### src/rtl/uart_pkg.sv
// Shared UART constants: line framing plus receive-buffer defaults.
package uart_pkg;

    localparam int UART_OVERSAMPLE = 16;
    localparam int UART_DATA_BITS  = 8;
    localparam int UART_STOP_BITS  = 1;

    localparam int UART_RX_FIFO_DEPTH = 16;
    localparam int UART_RX_FIFO_DW    = UART_DATA_BITS;

endpackage

### src/rtl/uart_rx_fifo.sv
// Receive buffer behind the UART receiver: first-word fall-through FIFO with
// level threshold interrupt and sticky overflow flag.
module uart_rx_fifo
    import uart_pkg::*;
#(
    parameter int DEPTH = UART_RX_FIFO_DEPTH,
    parameter int DW    = UART_RX_FIFO_DW
) (
    input  logic                     clk_i,
    input  logic                     rst_ni,
    input  logic [DW-1:0]            rx_data_i,
    input  logic                     rx_done_i,
    input  logic                     fifo_en_i,
    input  logic                     clr_i,
    input  logic                     rd_en_i,
    input  logic [$clog2(DEPTH):0]   thresh_i,
    input  logic                     ovf_clr_i,
    output logic [DW-1:0]            rd_data_o,
    output logic                     empty_o,
    output logic                     full_o,
    output logic [$clog2(DEPTH):0]   level_o,
    output logic                     thresh_irq_o,
    output logic                     overflow_o
);

    localparam int AW = $clog2(DEPTH);
    localparam int PW = AW + 1;
    localparam logic [PW-1:0] DEPTH_L = PW'(DEPTH);

    logic [DW-1:0] r_mem [DEPTH];
    logic [PW-1:0] r_wr_ptr;
    logic [PW-1:0] r_rd_ptr;
    logic          r_overflow;

    logic [PW-1:0] w_level;
    logic          w_empty;
    logic          w_full;
    logic          w_strobe;
    logic          w_pop;
    logic          w_push;
    logic          w_drop;

    // Pointers carry one extra wrap bit so full and empty stay distinguishable.
    assign w_level  = r_wr_ptr - r_rd_ptr;
    assign w_empty  = (w_level == '0);
    assign w_full   = (w_level == DEPTH_L);
    assign w_strobe = rx_done_i & fifo_en_i;
    assign w_pop    = rd_en_i & ~w_empty;
    assign w_push   = w_strobe & (~w_full | w_pop);
    assign w_drop   = w_strobe & w_full & ~w_pop;

    always_ff @(posedge clk_i) begin
        if (w_push && !clr_i) begin
            r_mem[r_wr_ptr[AW-1:0]] <= rx_data_i;
        end
    end

    always_ff @(posedge clk_i or negedge rst_ni) begin
        if (!rst_ni) begin
            r_wr_ptr   <= '0;
            r_rd_ptr   <= '0;
            r_overflow <= 1'b0;
        end else begin
            if (clr_i) begin
                r_wr_ptr <= '0;
                r_rd_ptr <= '0;
            end else begin
                if (w_push) r_wr_ptr <= r_wr_ptr + 1'b1;
                if (w_pop)  r_rd_ptr <= r_rd_ptr + 1'b1;
            end
            // A drop in the same cycle as a clear request keeps the flag set.
            if (w_drop) begin
                r_overflow <= 1'b1;
            end else if (ovf_clr_i) begin
                r_overflow <= 1'b0;
            end
        end
    end

    assign rd_data_o    = r_mem[r_rd_ptr[AW-1:0]];
    assign empty_o      = w_empty;
    assign full_o       = w_full;
    assign level_o      = w_level;
    assign overflow_o   = r_overflow;
    assign thresh_irq_o = (thresh_i != '0) && (w_level >= thresh_i);

endmodule
### config.mk
export PLATFORM = sky130hd
export DESIGN_NAME = uart_rx_fifo
export DESIGN_NICKNAME = d
export VERILOG_FILES = /design/src/rtl/uart_pkg.sv /design/src/rtl/uart_rx_fifo.sv
export SDC_FILE = /design/constraint.sdc
export NUM_CORES = 1
export LEC_CHECK = 0
export CORE_MARGIN = 5
export CORE_UTILIZATION = 37
export DETAILED_ROUTE_END_ITERATION = 10
export PLACE_DENSITY = 0.58
export REMOVE_ABC_BUFFERS = 1
export SYNTH_ARGS = -nofsm -noshare
export SYNTH_HDL_FRONTEND = slang
export SYNTH_SLANG_ARGS = --single-unit
### constraint.sdc
create_clock -name clk_i -period 8.5 [get_ports clk_i]
set_input_delay 2.55 -clock clk_i [delete_from_list [all_inputs] [get_ports clk_i]]
set_output_delay 2.55 -clock clk_i [all_outputs]
set_load 0.05 [all_outputs]
==> Yosys cells after proc, flatten, opt, wreduce, memory -nomap -nowiden <==
Memories as Yosys holds them, arrays and structs flattened.
Cells that the tools add are included.
{ "totals": {"ramBits": 128, "elab_cells": 34, "output_inout_bits": 17, "register_bits": 11, "inputBits": 20, "mem_count": 1} }
{ "op_classes": {"eq_ne": 1, "addsub": 3, "order_cmp": 1, "n_bitwise": 9, "reduce_logical": 8, "muxes": 8} }
{ "memory_table": {"columns": ["name", "words", "width", "read_ports", "rd_ports_with_merged_regs", "write_ports", "line", "rtl"], "rows": [
  ["r_mem", 16, 8, 1, 0, 1, "uart_rx_fifo.sv:30", "logic [DW-1:0] r_mem [DEPTH];"]
]} }
{ "op_table": {"columns": ["operator", "count"], "rows": [
  ["$mux 5", 4],
  ["$add 5x1->5 const B", 2],
  ["$reduce_bool 2->1", 3],
  ["$and 1x1->1", 5],
  ["$eq 5x5->1 const B", 1],
  ["$ge 5x5->1", 1],
  ["$logic_not 5->1", 1],
  ["$reduce_bool 5->1", 1],
  ["$sub 5x5->5", 1],
  ["$mux 1", 4],
  ["$not 1->1", 3],
  ["$logic_and 1x1->1", 2],
  ["$logic_not 1->1", 1],
  ["$or 1x1->1", 1]
]} }

==> Logic depth before layout (Yosys ltp) <==
{ "logic_depth": {"ltp_word": 9, "ltp_mapped": 11, "mapped_depth_nobuf": 10} }

==> Worst setup path after synthesis <==
No wires, ideal clock.
{ "synth_timing": {"path_type": "input -> output", "start": "input thresh_i[0]", "end": "output thresh_irq_o", "arrival_time_ps": 3996, "path_buffers": 0, "setup_slack_ps": 1954, "required_ps": 5950, "stages": 7, "cell_sequence": "ha_1 > nand2b_1 > a21o_1 > a21o_1 > a21o_1 > a21oi_1 > a21oi_1"} }
{ "synth_via": {"elab_chain_len": 2, "elab_cells_between_ends": 3, "classes_between": "order compare (1); reduce/logical (2)"} }
{ "synth_lines": {"columns": ["element", "line", "rtl"], "rows": [
  ["from (decl)", "uart_rx_fifo.sv:16", "input logic [$clog2(DEPTH):0] thresh_i,"],
  ["$ge 5x5->1 / $reduce_bool 5->1 (equally long branches)", "uart_rx_fifo.sv:85", "assign thresh_irq_o = (thresh_i != '0) && (w_level >= thresh_i);"],
  ["$logic_and 1x1->1 *", "uart_rx_fifo.sv:85", null],
  ["to (decl)", "uart_rx_fifo.sv:22", "output logic thresh_irq_o,"]
]} }
Mark *: on every way between the ends. The rest lies on a longest branch, timed or not.

==> Worst setup path after layout <==
Ends and elaborated chain as after synthesis.

==> impl_metrics.env <==
export IMPL_synth_cells=303
export IMPL_setup_slack_ps=1120
export IMPL_cp_num_cells=9
export IMPL_syn_area_per_cell_sq_um=19.4
export IMPL_hold_buffers=0
export IMPL_io_buffers=36
export IMPL_cts_tree="yes"
export IMPL_power_density_mw_per_mm2=295
export IMPL_worst_r2r_startpoint="r_rd_ptr[0]"
export IMPL_yosysWarnings=0
export IMPL_synthToLayoutAreaGrowth_pct=20.9
export IMPL_reg2reg_depth=9
export IMPL_finalCriticalPeriod_ps=7380
export IMPL_cts_resized_gates=0
export IMPL_die_w_microns=136
export IMPL_grt_pass1_wl_microns=18400
export IMPL_viasPerCell=5.07
export IMPL_grt_pass1_vias=3153
export IMPL_worst_pin_slew_ps=939
export IMPL_dp_hpwl_microns=7370
export IMPL_initialDrtViolationCount=240
export IMPL_crit_top_cell="a21o_1"
export IMPL_rows=46
export IMPL_cp_end_kind="output pin"
export IMPL_layout_drive_gt1_share_pct=24.5
export IMPL_io_pins=37
export IMPL_n_fill_cell=1338
export IMPL_min_delay_start="overflow_o"
export IMPL_drt_pass1_iterations=4
export IMPL_core_area_sq_mm=0.0157
export IMPL_place_congestion=0.723
export IMPL_peakVddDrop_mv=0.402
export IMPL_relSlewSlack_pct=37.2
export IMPL_holdWs_ps=525
export IMPL_final_cell_mix="128 x edfxtp_1, 40 x mux4_2, 36 x clkdlybuf4s50_1"
export IMPL_crit_chain="clkdlybuf4s50_1 -> ha_1 -> nand2b_1 -> a21o_1 -> a21o_1 -> a21o_1 -> a21oi_1 -> a21oi_1 -> clkdlybuf4s50_1"
export IMPL_fin_crit_sh_pct=86.8
export IMPL_die_area_sq_mm=0.0185
export IMPL_cp_arrival_ps=4830
export IMPL_start_util_pct=37.4
export IMPL_setup_viol=0
export IMPL_skew_ps=5.68
export IMPL_clkTransAtPathRegs_ps=50
export IMPL_slowest_stage="clkdlybuf4s50_1"
export IMPL_crit_buf_inv=2
export IMPL_hold_depth=2
export IMPL_finalInstanceArea_sq_mm=0.00711
export IMPL_hold_viol=0
export IMPL_dpl_instance_area_sq_mm=0.00657
export IMPL_p_leak_nw=2.37
export IMPL_ys_types=34
export IMPL_status="finished, final reports clean"
export IMPL_crit_type="primary input to output pin"
export IMPL_die_h_microns=136
export IMPL_grt_antenna_before_repair=0
export IMPL_cts_max_level=4
export IMPL_max_stage_delay_ps=710
export IMPL_clock_sinks=139
export IMPL_drv_slew=0
export IMPL_ys_ff_latch=139
export IMPL_startpoint_type="primary input"
export IMPL_clockBufferDepth=2
export IMPL_num_antenna_cells=0
export IMPL_grt_use_total_pct=13.9
export IMPL_cts_root_buffer="clkbuf_16"
export IMPL_wire_per_inst_microns=20.3
export IMPL_wl_microns=11800
export IMPL_cp_startpoint="thresh_i[0]"
export IMPL_hp_class="register to register"
export IMPL_grt_start_max_net_pins=38
export IMPL_fmax_mhz=135
export IMPL_layout_nets=390
export IMPL_synthesis_area_sq_mm=0.00588
export IMPL_worst_ep_required_time_ps=5950
export IMPL_ff2ff_setup_slack_ps=4540
export IMPL_final_common_cell="edfxtp_1"
export IMPL_num_vias=2960
export IMPL_fin_tns_setup_ps=0
export IMPL_post_place_ws_ps=1130
export IMPL_ys_seq_area_share_pct=70.0
export IMPL_cts_made_buffers=17
export IMPL_cts_setup_buffers=0
export IMPL_critical_path_top_delay_family="buffers and inverters"
export IMPL_overflow=0
export IMPL_max_cap_viol_count=0
export IMPL_rsz0062_at_grt="false"
export IMPL_critPathMaxFanout=2
export IMPL_clock_latency_ps=420
export IMPL_drc=0
export IMPL_postRouteAntennaNets=0
registers in the layout, indices dropped and copies added (netlist names):
name	count
r_mem	128
r_rd_ptr	5
r_wr_ptr	5
overflow_o	1
routing by layer:
layer  GRT usage (%)  vias up  share of wire (%)
met5               0        -                  0
met4            5.94        0                2.1
met3            3.96       21                5.4
met2            22.9       74                 51
met1            17.2     1530                 41
li1                -     1335                  -
power by group:
part | internal [W] | switching (W)
combinational | 0.000277 | 0.000392
sequential | 0.000757 | 0.00000312
clock | 0.000414 | 0.000255
total | 0.00145 | 0.000651
cell usage after synthesis:
| master | number | area (sq um) |
|---|---|---|
| mux2i_4 | 1 | 22.5 |
| buf_1 | 2 | 7.51 |
| ha_1 | 14 | 175 |
| nand2_1 | 5 | 18.8 |
| buf_6 | 1 | 11.3 |
| a21oi_1 | 7 | 35.0 |
| and2_1 | 3 | 18.8 |
| buf_2 | 4 | 20.0 |
| nor4_1 | 6 | 37.5 |
| nor3_1 | 5 | 25.0 |
| inv_1 | 13 | 48.8 |
| o311ai_4 | 1 | 26.3 |
| o21ai_0 | 5 | 25.0 |
| mux2i_1 | 2 | 20.0 |
| xnor2_1 | 3 | 26.3 |
| dfrtp_1 | 11 | 275 |
| inv_2 | 1 | 3.75 |
| or3_1 | 3 | 18.8 |
| nand3_1 | 3 | 15.0 |
| a21o_1 | 3 | 22.5 |
| nor2_1 | 13 | 48.8 |
| nand4b_1 | 1 | 8.76 |
| nor2_2 | 1 | 6.26 |
| xnor2_2 | 1 | 16.3 |
| o21ai_4 | 1 | 16.3 |
| mux4_2 | 40 | 901 |
| clkbuf_1 | 6 | 22.5 |
| xor2_1 | 5 | 43.8 |
| nor4_4 | 1 | 21.3 |
| and3_1 | 6 | 37.5 |
| fa_1 | 1 | 20.0 |
| edfxtp_1 | 128 | 3840 |
| o211ai_1 | 3 | 22.5 |
| nand2b_1 | 3 | 18.8 |
cell type report:
class                   instances  area, sq um  area share [%]
flip-flops and latches        139         4120            58.0
well taps                     216          270            3.80
clock buffers                  24          472            6.64
repair buffers                 46          435            6.13
multi-input cells             137         1690            23.8
clock inverters                 8         68.8           0.968
inverters                      14         52.6           0.739
worst paths after layout:
| kind | endpoint |
|---|---|
| max | thresh_irq_o |
| min in group asynchronous | overflow_o |
| min reg2reg | overflow_o |
| max in group asynchronous | r_rd_ptr[0] |
| max reg2reg | r_mem[6][1] |
| min | overflow_o |
worst reg2reg max path, delay by kind of cell, from the launching register on:
| kind | cells | cell delay (ps) |
|---|---|---|
| AOI/OAI and AO/OA | 1 | 300 |
| muxes | 1 | 300 |
| buffers and inverters | 2 | 740 |
| adders and majority gates | 2 | 840 |
| DFF | 1 | 330 |
| and+or+nand+nor | 3 | 1060 |
through the flow:
stage	total power [W]	util, %	std cells
global placement	0.00145	41.8	552
CTS	0.00212	45.2	584
detailed placement	0.00145	41.8	552
floorplan	0.00126	-	290
global route	0.00219	45.2	584
finish	0.00210	45.2	584
cell families after synthesis:
| kind of cell | after synthesis | synth area share, % |
|---|---|---|
| and+or+nand+nor | 50 | 4.68 |
| xor gates and xnor gates | 9 | 1.47 |
| AOI/OAI and AO/OA | 20 | 2.51 |
| DFF | 139 | 70.0 |
| buffers and inverters | 27 | 1.94 |
| muxes | 43 | 16.0 |
| adders and majority gates | 15 | 3.32 |
Power figures use the tool's default switching activity.
